==> config.mk <==
export PLATFORM = sky130hd
export DESIGN_NAME = imm_scan_ctrl_flat
export DESIGN_NICKNAME = d
export VERILOG_FILES = /design/src/rtl/imm_pkg.sv /design/src/rtl/imm_scan_ctrl_if.sv /design/src/rtl/imm_scan_cnt.sv /design/src/rtl/imm_scan_ctrl.sv /design/src/flat_wrapper.sv
export SDC_FILE = /design/constraint.sdc
export NUM_CORES = 1
export LEC_CHECK = 0
export BUFFER_PORTS_ARGS = -buffer_cell sky130_fd_sc_hd__buf_2
export CAP_MARGIN = 0
export CORE_MARGIN = 5
export CORE_UTILIZATION = 45
export DETAILED_ROUTE_END_ITERATION = 6
export PLACE_DENSITY_LB_ADDON = 0.12
export SLEW_MARGIN = 20
export SYNTH_ARGS = -nofsm -noshare
export SYNTH_HDL_FRONTEND = slang
export SYNTH_SLANG_ARGS = --single-unit
==> constraint.sdc <==
create_clock -name clk -period 2.4 [get_ports clk]
set_clock_uncertainty 0.15 [all_clocks]
set_input_delay 0.12 -clock clk [delete_from_list [all_inputs] [get_ports clk]]
set_output_delay 0.12 -clock clk [all_outputs]
set_load 0.02 [all_outputs]
==> src/rtl/imm_pkg.sv <==
// Shared types and defaults for the image-masking frame-scan controller.
// Holds frame geometry defaults, the scan FSM state encoding and coordinate/pixel types.
package imm_pkg;

  localparam int IMG_W_DEF  = 320;
  localparam int IMG_H_DEF  = 240;
  localparam int PIX_W_DEF  = 12;
  localparam int ADDR_W_DEF = 17;

  localparam int CI_W = 9;
  localparam int CJ_W = 8;

  typedef logic [PIX_W_DEF-1:0] pixel_t;
  typedef logic [CI_W-1:0]      coord_i_t;
  typedef logic [CJ_W-1:0]      coord_j_t;

  typedef enum logic [2:0] {
    ST_IDLE,
    ST_READ,
    ST_FETCH,
    ST_APPLY,
    ST_WRITE,
    ST_DONE
  } imm_state_e;

  // True on the bottom-right pixel of a w x h frame.
  function automatic logic is_last(input coord_i_t i, input coord_j_t j,
                                   input int w, input int h);
    return (i == coord_i_t'(w - 1)) && (j == coord_j_t'(h - 1));
  endfunction

endpackage

==> src/rtl/imm_scan_ctrl_if.sv <==
// Bundle of host, source-RAM, masking-datapath and VGA-write signals of the scan controller.
// The master modport is the controller side; slave is the surrounding system.
interface imm_scan_ctrl_if import imm_pkg::*; #(
  parameter int PIX_W  = PIX_W_DEF,
  parameter int ADDR_W = ADDR_W_DEF
);

  logic              start;
  coord_i_t          i_offset_in;
  coord_j_t          j_offset_in;
  logic              busy;
  logic              done;

  logic              src_rd_en;
  logic [ADDR_W-1:0] src_addr;
  logic [PIX_W-1:0]  src_rd_data;

  logic [PIX_W-1:0]  dp_pixel;
  coord_i_t          dp_i;
  coord_j_t          dp_j;
  coord_i_t          dp_i_offset;
  coord_j_t          dp_j_offset;
  logic              dp_valid;
  logic [PIX_W-1:0]  dp_result;

  // VGA write: a beat transfers on a rising edge where vga_wr_valid && vga_wr_ready;
  // once valid rises, valid/addr/data hold unchanged until that transfer.
  logic              vga_wr_valid;
  logic [ADDR_W-1:0] vga_wr_addr;
  logic [PIX_W-1:0]  vga_wr_data;
  logic              vga_wr_ready;

  modport master (
    input  start, i_offset_in, j_offset_in, src_rd_data, dp_result, vga_wr_ready,
    output busy, done, src_rd_en, src_addr, dp_pixel, dp_i, dp_j,
           dp_i_offset, dp_j_offset, dp_valid, vga_wr_valid, vga_wr_addr, vga_wr_data
  );

  modport slave (
    output start, i_offset_in, j_offset_in, src_rd_data, dp_result, vga_wr_ready,
    input  busy, done, src_rd_en, src_addr, dp_pixel, dp_i, dp_j,
           dp_i_offset, dp_j_offset, dp_valid, vga_wr_valid, vga_wr_addr, vga_wr_data
  );

endinterface

==> src/rtl/imm_scan_cnt.sv <==
// Row-major pixel walker: i/j coordinates plus a running linear address (no multiplier).
// clr_i has priority over adv_i; last_o flags the final pixel of the frame.
module imm_scan_cnt import imm_pkg::*; #(
  parameter int IMG_W  = IMG_W_DEF,
  parameter int IMG_H  = IMG_H_DEF,
  parameter int ADDR_W = ADDR_W_DEF
) (
  input  logic              clk,
  input  logic              rst_n,
  input  logic              clr_i,
  input  logic              adv_i,
  output coord_i_t          i_o,
  output coord_j_t          j_o,
  output logic [ADDR_W-1:0] addr_o,
  output logic              last_o
);

  localparam coord_i_t I_LAST = coord_i_t'(IMG_W - 1);

  coord_i_t          i_q, i_d;
  coord_j_t          j_q, j_d;
  logic [ADDR_W-1:0] addr_q, addr_d;

  always_comb begin
    i_d    = i_q;
    j_d    = j_q;
    addr_d = addr_q;
    if (clr_i) begin
      i_d    = '0;
      j_d    = '0;
      addr_d = '0;
    end else if (adv_i) begin
      addr_d = addr_q + ADDR_W'(1);
      if (i_q == I_LAST) begin
        i_d = '0;
        j_d = j_q + coord_j_t'(1);
      end else begin
        i_d = i_q + coord_i_t'(1);
      end
    end
  end

  always_ff @(posedge clk or negedge rst_n) begin
    if (!rst_n) begin
      i_q    <= '0;
      j_q    <= '0;
      addr_q <= '0;
    end else begin
      i_q    <= i_d;
      j_q    <= j_d;
      addr_q <= addr_d;
    end
  end

  assign i_o    = i_q;
  assign j_o    = j_q;
  assign addr_o = addr_q;
  assign last_o = is_last(i_q, j_q, IMG_W, IMG_H);

endmodule

==> src/rtl/imm_scan_ctrl.sv <==
// Frame-scan controller: read source pixel, feed masking datapath, write result to VGA buffer.
// Build option IMM_CTRL_AUTO_RESTART_EN: after DONE rescan continuously, re-latching offsets.
module imm_scan_ctrl import imm_pkg::*; #(
  parameter int IMG_W  = IMG_W_DEF,
  parameter int IMG_H  = IMG_H_DEF,
  parameter int PIX_W  = PIX_W_DEF,
  parameter int ADDR_W = ADDR_W_DEF
) (
  input  logic            clk,
  input  logic            rst_n,
  imm_scan_ctrl_if.master bus,
  output imm_state_e      state_o
);

  imm_state_e        state_q, state_d;
  logic [PIX_W-1:0]  pix_q, pix_d;
  logic [PIX_W-1:0]  wr_data_q, wr_data_d;
  logic              wr_valid_q, wr_valid_d;
  coord_i_t          ioff_q, ioff_d;
  coord_j_t          joff_q, joff_d;

  logic              cnt_clr;
  logic              cnt_adv;
  logic              cnt_last;
  coord_i_t          cnt_i;
  coord_j_t          cnt_j;
  logic [ADDR_W-1:0] cnt_addr;

  imm_scan_cnt #(
    .IMG_W  (IMG_W),
    .IMG_H  (IMG_H),
    .ADDR_W (ADDR_W)
  ) u_cnt (
    .clk    (clk),
    .rst_n  (rst_n),
    .clr_i  (cnt_clr),
    .adv_i  (cnt_adv),
    .i_o    (cnt_i),
    .j_o    (cnt_j),
    .addr_o (cnt_addr),
    .last_o (cnt_last)
  );

  always_ff @(posedge clk or negedge rst_n) begin
    if (!rst_n) begin
      state_q    <= ST_IDLE;
      pix_q      <= '0;
      wr_data_q  <= '0;
      wr_valid_q <= 1'b0;
      ioff_q     <= '0;
      joff_q     <= '0;
    end else begin
      state_q    <= state_d;
      pix_q      <= pix_d;
      wr_data_q  <= wr_data_d;
      wr_valid_q <= wr_valid_d;
      ioff_q     <= ioff_d;
      joff_q     <= joff_d;
    end
  end

  always_comb begin
    state_d    = state_q;
    pix_d      = pix_q;
    wr_data_d  = wr_data_q;
    wr_valid_d = wr_valid_q;
    ioff_d     = ioff_q;
    joff_d     = joff_q;
    cnt_clr    = 1'b0;
    cnt_adv    = 1'b0;

    unique case (state_q)
      ST_IDLE: begin
        if (bus.start) begin
          ioff_d  = bus.i_offset_in;
          joff_d  = bus.j_offset_in;
          cnt_clr = 1'b1;
          state_d = ST_READ;
        end
      end
      ST_READ:  state_d = ST_FETCH;
      ST_FETCH: begin
        pix_d   = bus.src_rd_data;
        state_d = ST_APPLY;
      end
      ST_APPLY: state_d = ST_WRITE;
      ST_WRITE: begin
        // First WRITE cycle only latches the datapath result; the request opens next cycle.
        if (!wr_valid_q) begin
          wr_data_d  = bus.dp_result;
          wr_valid_d = 1'b1;
        end else if (bus.vga_wr_ready) begin
          wr_valid_d = 1'b0;
          if (cnt_last) begin
            state_d = ST_DONE;
          end else begin
            cnt_adv = 1'b1;
            state_d = ST_READ;
          end
        end
      end
      ST_DONE: begin
`ifdef IMM_CTRL_AUTO_RESTART_EN
        ioff_d  = bus.i_offset_in;
        joff_d  = bus.j_offset_in;
        cnt_clr = 1'b1;
        state_d = ST_READ;
`else
        state_d = ST_IDLE;
`endif
      end
      default: state_d = ST_IDLE;
    endcase
  end

  assign bus.busy         = (state_q != ST_IDLE);
  assign bus.done         = (state_q == ST_DONE);
  assign bus.src_rd_en    = (state_q == ST_READ);
  assign bus.src_addr     = cnt_addr;
  assign bus.dp_pixel     = pix_q;
  assign bus.dp_i         = cnt_i;
  assign bus.dp_j         = cnt_j;
  assign bus.dp_i_offset  = ioff_q;
  assign bus.dp_j_offset  = joff_q;
  assign bus.dp_valid     = (state_q == ST_APPLY);
  assign bus.vga_wr_valid = wr_valid_q;
  assign bus.vga_wr_addr  = cnt_addr;
  assign bus.vga_wr_data  = wr_data_q;

  assign state_o = state_q;

endmodule

==> src/flat_wrapper.sv <==
// flat-port wrapper written by rule: the top's interface ports become plain ports
module imm_scan_ctrl_flat import imm_pkg::*;
#(
  parameter int IMG_W  = IMG_W_DEF,
  parameter int IMG_H  = IMG_H_DEF,
  parameter int PIX_W  = PIX_W_DEF,
  parameter int ADDR_W = ADDR_W_DEF
)
  (clk, rst_n, state_o, bus_start, bus_i_offset_in, bus_j_offset_in, bus_src_rd_data, bus_dp_result, bus_vga_wr_ready, bus_busy, bus_done, bus_src_rd_en, bus_src_addr, bus_dp_pixel, bus_dp_i, bus_dp_j, bus_dp_i_offset, bus_dp_j_offset, bus_dp_valid, bus_vga_wr_valid, bus_vga_wr_addr, bus_vga_wr_data);
  imm_scan_ctrl_if #(.PIX_W(PIX_W), .ADDR_W(ADDR_W)) bus_i ();
  input  logic clk;
  input  logic rst_n;
  output imm_state_e state_o;
  input wire logic [$bits(bus_i.start)-1:0] bus_start;
  input wire logic [$bits(bus_i.i_offset_in)-1:0] bus_i_offset_in;
  input wire logic [$bits(bus_i.j_offset_in)-1:0] bus_j_offset_in;
  input wire logic [$bits(bus_i.src_rd_data)-1:0] bus_src_rd_data;
  input wire logic [$bits(bus_i.dp_result)-1:0] bus_dp_result;
  input wire logic [$bits(bus_i.vga_wr_ready)-1:0] bus_vga_wr_ready;
  output wire logic [$bits(bus_i.busy)-1:0] bus_busy;
  output wire logic [$bits(bus_i.done)-1:0] bus_done;
  output wire logic [$bits(bus_i.src_rd_en)-1:0] bus_src_rd_en;
  output wire logic [$bits(bus_i.src_addr)-1:0] bus_src_addr;
  output wire logic [$bits(bus_i.dp_pixel)-1:0] bus_dp_pixel;
  output wire logic [$bits(bus_i.dp_i)-1:0] bus_dp_i;
  output wire logic [$bits(bus_i.dp_j)-1:0] bus_dp_j;
  output wire logic [$bits(bus_i.dp_i_offset)-1:0] bus_dp_i_offset;
  output wire logic [$bits(bus_i.dp_j_offset)-1:0] bus_dp_j_offset;
  output wire logic [$bits(bus_i.dp_valid)-1:0] bus_dp_valid;
  output wire logic [$bits(bus_i.vga_wr_valid)-1:0] bus_vga_wr_valid;
  output wire logic [$bits(bus_i.vga_wr_addr)-1:0] bus_vga_wr_addr;
  output wire logic [$bits(bus_i.vga_wr_data)-1:0] bus_vga_wr_data;
  assign bus_i.start = bus_start;
  assign bus_i.i_offset_in = bus_i_offset_in;
  assign bus_i.j_offset_in = bus_j_offset_in;
  assign bus_i.src_rd_data = bus_src_rd_data;
  assign bus_i.dp_result = bus_dp_result;
  assign bus_i.vga_wr_ready = bus_vga_wr_ready;
  assign bus_busy = bus_i.busy;
  assign bus_done = bus_i.done;
  assign bus_src_rd_en = bus_i.src_rd_en;
  assign bus_src_addr = bus_i.src_addr;
  assign bus_dp_pixel = bus_i.dp_pixel;
  assign bus_dp_i = bus_i.dp_i;
  assign bus_dp_j = bus_i.dp_j;
  assign bus_dp_i_offset = bus_i.dp_i_offset;
  assign bus_dp_j_offset = bus_i.dp_j_offset;
  assign bus_dp_valid = bus_i.dp_valid;
  assign bus_vga_wr_valid = bus_i.vga_wr_valid;
  assign bus_vga_wr_addr = bus_i.vga_wr_addr;
  assign bus_vga_wr_data = bus_i.vga_wr_data;
  imm_scan_ctrl #(.IMG_W(IMG_W), .IMG_H(IMG_H), .PIX_W(PIX_W), .ADDR_W(ADDR_W)) u_core (.clk(clk), .rst_n(rst_n), .bus(bus_i), .state_o(state_o));
endmodule
==> results.toml, run 1 <==
[timing]
min_period_over_period = 0.927
setup_tns_ns = 0
setup_violations = 0
max_clock_freq_mhz = 449
relSlewSlack = 0.458
timing_hold_violations_final = 0
fin_hold_ws_ns = 0.0478
rsz0062_at_grt = "false"
min_period_ns = 2.23
worstMarginPinSlew_ns = 0.809
slew_violations = 0

[critical_path]
r2r_start = "u_core.u_cnt.i_o[1]"
crit_chain = "ha_1 -> nand4b_1 -> or4_1 -> and4_1 -> mux2i_1"
worstPathMaxFanout = 10
crit_path_top_delay_cell = "or4_1"
rrSetupSlack_ns = 0.17
crit_required_ns = 2.49
worstSetupPathType = "flop to flop"
worstPathBufferInverterCount = 0
ff2ff_path_depth = 5
reg2reg_to = "u_core.u_cnt.addr_o[14]"
slowest_delay_ns = 0.74
critPathLaunchType = "flop"
critPathArrivalTime_ns = 2.32
cp-end-kind = "flop"
crit_family = "simple AND/OR/NAND/NOR gates"

[power_and_ir_drop]
power_density_nw_per_um2 = 989
p_sw_mw = 2.05
p_clk_frac = 0.215
p_seq_frac = 0.380
sw_frac_of_total = 0.395
p_int_mw = 3.14
p_comb_frac = 0.405
cellLeakagePower_nw = 2.64
vdd_drop_max_uv = 551

[synthesis]
yosysMostFrequentCell = "dfrtp_1"
yosys_warnings = 0
ys.flop_type = "dfrtp_1"
synth.area.top_cells = "dfrtp_1 51%, mux2_2 7.0%, nand2_1 6.6%, buf_4 3.7%, a21oi_1 3.2%"
yosys.area.top_type = "dfrtp_1"
synth_commonest_cells = "79 x dfrtp_1, 68 x nand2_1, 25 x a21oi_1"
ys_types = 46
synth.top_cell.area_share = 0.513
synth_edf_count = 0
synthCells = 377
synth_nets = 425
synth-async-reset-ratio = 1.00
synth_area_um2 = 3850
synth-seq-cells = 79
yosysSeqAreaShare = 0.513
avgSynthCellArea_um2 = 10.2

[die]
die_y_um = 103
ios = 145
start_util = 0.464
die_w_um = 103
die_area_um2 = 10500
fp-row-count = 33
coreArea_um2 = 8300

[routing]
drt_wl_total_um = 10500
viasPerCell = 5.31
num_vias = 3501
drc = 0
first_pass_iters = 4
wl_per_cell_um = 15.9
drtAntennaViolNets = 0
drtIter0Drc = 132

[finish]
final_core_util = 0.633
drive_above_1_share = 0.363
nFillCells = 721
nNetsFinal = 597
n_antenna_cell = 0
area_delta_synth_final_pct = 36.3
stdcell_count = 659

[clock_tree]
clock_path_buffers = 2
cts_setup_buffers = 0
cts_tree = "yes"
clk-insertion-delay-late_ns = 0.35
cts.repair.resized = 0
cts_sinks = 79
cts_buffers = 9
cts_root_buffer = "clkbuf_8"
path_clk_slew_ns = 0.08
cts_max_level = 3
ctsHoldBuffers = 43

[grt]
grt_pass1_wl_um = 17000
grt_max_degree = 44
grt_pass1_vias = 3524
overflow = 0
antenna_found_initial = 0
grt.total_usage = 0.207

[worst_hold_path]
hold_end = "u_core.state_o[2]"
worstHoldPathType = "primary input to flop"
min_from = "bus_vga_wr_ready"
min_path_cells = 4

[placed_design]
routabilityCongestion = 0.787
hpwl_um = 7250
port_buffers = 144
dp_cells = 600

[job]
max_cap_viol_count = 0

[run_status]
status = "finished clean"
## metrics by stage
stage	cell area, um2	worst slack (ns)	total power [mW]
2_1_floorplan	3850	0.302	3.29
3_3_place_gp	4600	0.256	4.01
3_5_place_dp	4600	0.207	4.07
4_1_cts	5250	0.175	5.25
5_1_grt	5250	0.00301	5.51
6_report	5250	0.174	5.19
## worst min-delay path, delay by kind of cell
kind,cells,cell delay (ns)
AOI/OAI and AO/OA,1,0.10
and+or+nand+nor,2,0.18
buffers and inverters,1,0.11
## final cells by class
| cell class | count | area (um2) | share of cell area |
|---|---|---|---|
| clock buffer | 10 | 128 | 0.0243 |
| tap | 105 | 131 | 0.0250 |
| sequential | 79 | 1980 | 0.376 |
| timing repair buffer | 200 | 1280 | 0.243 |
| clock inverter | 6 | 92.6 | 0.0176 |
| multi-input combinational | 254 | 1630 | 0.310 |
| inverter | 5 | 18.8 | 0.00357 |
## layout by cell type (no fill, tap or decap), types with 2 or more instances in the layout
master | synthesis | routed
bufinv_16 | 0 | 2
o21ai_0 | 13 | 13
dfrtp_1 | 79 | 79
o31ai_1 | 13 | 13
and4b_1 | 2 | 2
or3_1 | 4 | 4
mux2_2 | 24 | 24
buf_2 | 8 | 143
a31oi_1 | 3 | 3
clkinvlp_4 | 0 | 2
ha_1 | 3 | 3
nand2_1 | 68 | 68
o211ai_1 | 2 | 2
nand4_1 | 5 | 5
or4_1 | 14 | 14
and3_1 | 5 | 5
buf_4 | 19 | 12
and4_1 | 7 | 7
nor3b_1 | 2 | 2
clkbuf_8 | 0 | 9
dlygate4sd3_1 | 0 | 43
and2_1 | 3 | 3
nand4b_1 | 3 | 3
a21oi_1 | 25 | 25
inv_6 | 0 | 2
nor2_1 | 6 | 6
nor4_1 | 3 | 2
inv_1 | 5 | 5
nand2b_1 | 5 | 5
and3b_1 | 2 | 2
nand3_1 | 19 | 19
buf_12 | 0 | 2
mux2i_1 | 7 | 7
## how the worst max path moves through the flow
stage	to	depth (start not counted)	startpoint
floorplan	u_core.bus.vga_wr_data[10]	5	u_core.state_o[1]
global placement	u_core.u_cnt.addr_o[14]	5	u_core.u_cnt.i_o[0]
detailed placement	u_core.u_cnt.addr_o[14]	5	u_core.u_cnt.i_o[0]
CTS	u_core.u_cnt.addr_o[14]	5	u_core.u_cnt.i_o[0]
global route	u_core.u_cnt.j_o[5]	5	u_core.u_cnt.j_o[0]
finish	u_core.u_cnt.addr_o[14]	5	u_core.u_cnt.i_o[1]
## sequential cells by signal (all words and copies together) (netlist names)
name,count
u_core.state_o,3
u_core.u_cnt.i_o,9
u_core.bus.vga_wr_data,12
u_core.u_cnt.j_o,8
u_core.bus.dp_i_offset,9
u_core.u_cnt.addr_o,17
u_core.bus.dp_pixel,12
u_core.bus.dp_j_offset,8
u_core.bus.vga_wr_valid,1
## kinds of logic (layout without fill, tap and decap cells)
family                   count (synthesis)  after routing  share of synthesized area
XOR/XNOR                                 1              1                    0.00227
buffers and inverters                   44            221                     0.0662
flip-flops                              79             79                      0.513
adder cells (fa/ha/maj)                  3              3                    0.00974
AND/OR/NAND/NOR                        156            156                      0.220
multiplexers                            31             31                     0.0883
AO/OA/AOI/OAI                           63             63                      0.100
## power by group through the flow
stage	logic (mW)	registers, mW	clock network (mW)
2_1_floorplan	0.809	2.48	0
3_3_place_gp	2.03	1.98	0
3_5_place_dp	2.08	1.99	0
4_1_cts	2.13	1.97	1.14
5_1_grt	2.28	2.03	1.20
6_report	2.10	1.98	1.11
## metal layers
layer	up-vias	track usage	wire length, um
li1	1693	-	-
met1	1694	0.250	4200
met2	98	0.365	5400
met3	16	0.0413	664
met4	0	0.0737	202
met5	-	0	0
Note: power is estimated with default switching activity, not from simulation.
==> run 2: changes to the inputs <==
--- a/config.mk
+++ b/config.mk
@@ -10,6 +10,8 @@
 export CORE_MARGIN = 5
 export CORE_UTILIZATION = 45
 export DETAILED_ROUTE_END_ITERATION = 6
+export GPL_TIMING_DRIVEN = 0
+export HOLD_SLACK_MARGIN = 0.08
 export PLACE_DENSITY_LB_ADDON = 0.12
 export SLEW_MARGIN = 20
 export SYNTH_ARGS = -nofsm -noshare
==> results.toml, run 2 (synthesis gave the netlist of run 1 again) <==
[timing]
min_period_ns = 2.31
max_clock_freq_mhz = 433
slew_violations = 0
relSlewSlack = 0.603
timing_hold_violations_final = 0
min_period_over_period = 0.963
worst_slack_ns = 0.0894
worstMarginPinSlew_ns = 0.596
fin_hold_ws_ns = 0.116
setup_violations = 0

[finish]
area_delta_synth_final_pct = 39.8
final_common_cell = "buf_2"
final_core_util = 0.649
mostFrequentLayoutCells = "151 x buf_2, 79 x dfrtp_1, 68 x nand2_1, 44 x dlygate4sd3_1, 25 x a21oi_1"
multi_input_area_um2 = 1640
nFillCells = 707
stdcell_count = 688
largest_reg_flops = 17
register_area_um2 = 1980
nNetsFinal = 625
drive_above_1_share = 0.376

[power_and_ir_drop]
cellLeakagePower_nw = 2.75
p_sw_mw = 2.09
sw_frac_of_total = 0.415
p_comb_frac = 0.417
power_density_nw_per_um2 = 936
power_mw = 5.04
p_clk_frac = 0.191
p_int_mw = 2.95
p_seq_frac = 0.392
vdd_drop_max_uv = 541

[job]
max_cap_viol_count = 0

[clock_tree]
cts_buffers = 9
cts_root_buffer = "clkbuf_8"
clk-insertion-delay-late_ns = 0.35
path_clk_slew_ns = 0.10
cts_sinks = 79
cts_tree = "yes"
cts_max_level = 3
clock_path_buffers = 2
cts_setup_buffers = 0

[placed_design]
hpwl_um = 7680
port_buffers = 144
place_ws_ns = 0.00377
routabilityCongestion = 0.855
dp_cells = 627

[run_status]
status = "finished clean"

[routing]
drtIter0Drc = 125
num_vias = 3621
drtAntennaViolNets = 0
drc = 0
first_pass_iters = 4
drt_wl_total_um = 10900
wl_per_cell_um = 15.9
viasPerCell = 5.26

[grt]
overflow = 0
grt_max_degree = 47
grt_pass1_wl_um = 17200
antenna_found_initial = 0
grt.total_usage = 0.207
grt_pass1_vias = 3590

[critical_path]
crit_path_top_delay_cell = "or4_1"
worstSetupPathType = "flop to flop"
cp-end-kind = "flop"
slowest_delay_ns = 0.55
reg2reg_to = "u_core.u_cnt.addr_o[14]"
critPathLaunchType = "flop"
crit_chain = "ha_1 -> nand4b_1 -> or4_1 -> buf_2 -> and4_1 -> mux2i_1"
rrSetupSlack_ns = 0.09
ff2ff_path_depth = 6
worstPathMaxFanout = 10
crit_required_ns = 2.48
r2r_start = "u_core.u_cnt.i_o[0]"
critPathArrivalTime_ns = 2.39

[die]
die_area_um2 = 10500
die_w_um = 103
die_y_um = 103
fp-row-count = 33
start_util = 0.464
coreArea_um2 = 8300
ios = 145

[worst_hold_path]
worstHoldPathType = "primary input to async pin"
-- run 2: cell type report --
type                    instances  share of cell area
plain buffers                  39              0.0444
multi-input cells             254               0.304
well taps                     105              0.0244
clock buffers                  10              0.0256
repair buffers                189               0.221
inverters                       5             0.00348
flip-flops and latches         79               0.367
clock inverters                 6             0.00976
diodes                          1            0.000465
-- run 2: power by group through the flow --
stage | registers (mW) | clock network (mW) | logic (mW)
6_report | 1.98 | 0.962 | 2.10
5_1_grt | 2.04 | 1.04 | 2.28
4_1_cts | 1.97 | 0.985 | 2.11
3_5_place_dp | 1.99 | 0 | 2.06
3_3_place_gp | 1.97 | 0 | 2.01
2_1_floorplan | 2.48 | 0 | 0.809
-- run 2: timing repair --
| item | 4_1_cts | 5_1_grt |
|---|---|---|
| gates resized for setup | 1 | 3 |
| setup endpoints to repair | 3 | 13 |
| hold buffers | 44 | 0 |
| cloned | 0 | 0 |
| endpoints found under the hold margin | 123 | 0 |
-- run 2: how the worst max path moves through the flow --
stage / start / endpoint / slack (ns) / cells past startpoint
after floorplan: u_core.state_o[1] / u_core.bus.vga_wr_data[10] / 0.30 / 5
after global placement: u_core.u_cnt.i_o[0] / u_core.u_cnt.i_o[8] / 0.06 / 6
after detailed placement: u_core.u_cnt.i_o[0] / u_core.u_cnt.i_o[8] / 0.004 / 6
after CTS: u_core.u_cnt.i_o[0] / u_core.u_cnt.i_o[8] / 0.11 / 6
after global routing: u_core.u_cnt.i_o[0] / u_core.u_cnt.i_o[3] / -0.001 / 7
final: u_core.u_cnt.i_o[0] / u_core.u_cnt.addr_o[14] / 0.09 / 6
-- run 2: per-layer routing --
| layer | share of wire | up-vias | track usage | wire (um) |
|---|---|---|---|---|
| li1 | - | 1753 | - | - |
| met1 | 0.41 | 1739 | 0.269 | 4520 |
| met2 | 0.50 | 115 | 0.336 | 5450 |
| met3 | 0.070 | 14 | 0.0541 | 767 |
| met4 | 0.016 | 0 | 0.0757 | 171 |
| met5 | 0 | - | 0 | 0 |
-- run 2: metrics by stage --
step                      setup TNS [ns]  instance area, um2
after floorplan                        0                3850
after global placement                 0                4710
after detailed placement               0                4740
after CTS                              0                5370
after global routing            -0.00108                5380
final                                  0                5390
-- run 2: critical path: cells and delay by family, from the launching register on --
family | cells | cell delay [ns]
buffers and inverters | 1 | 0.21
DFF | 1 | 0.44
adders and majority gates | 1 | 0.25
and+or+nand+nor | 3 | 1.02
muxes | 1 | 0.12
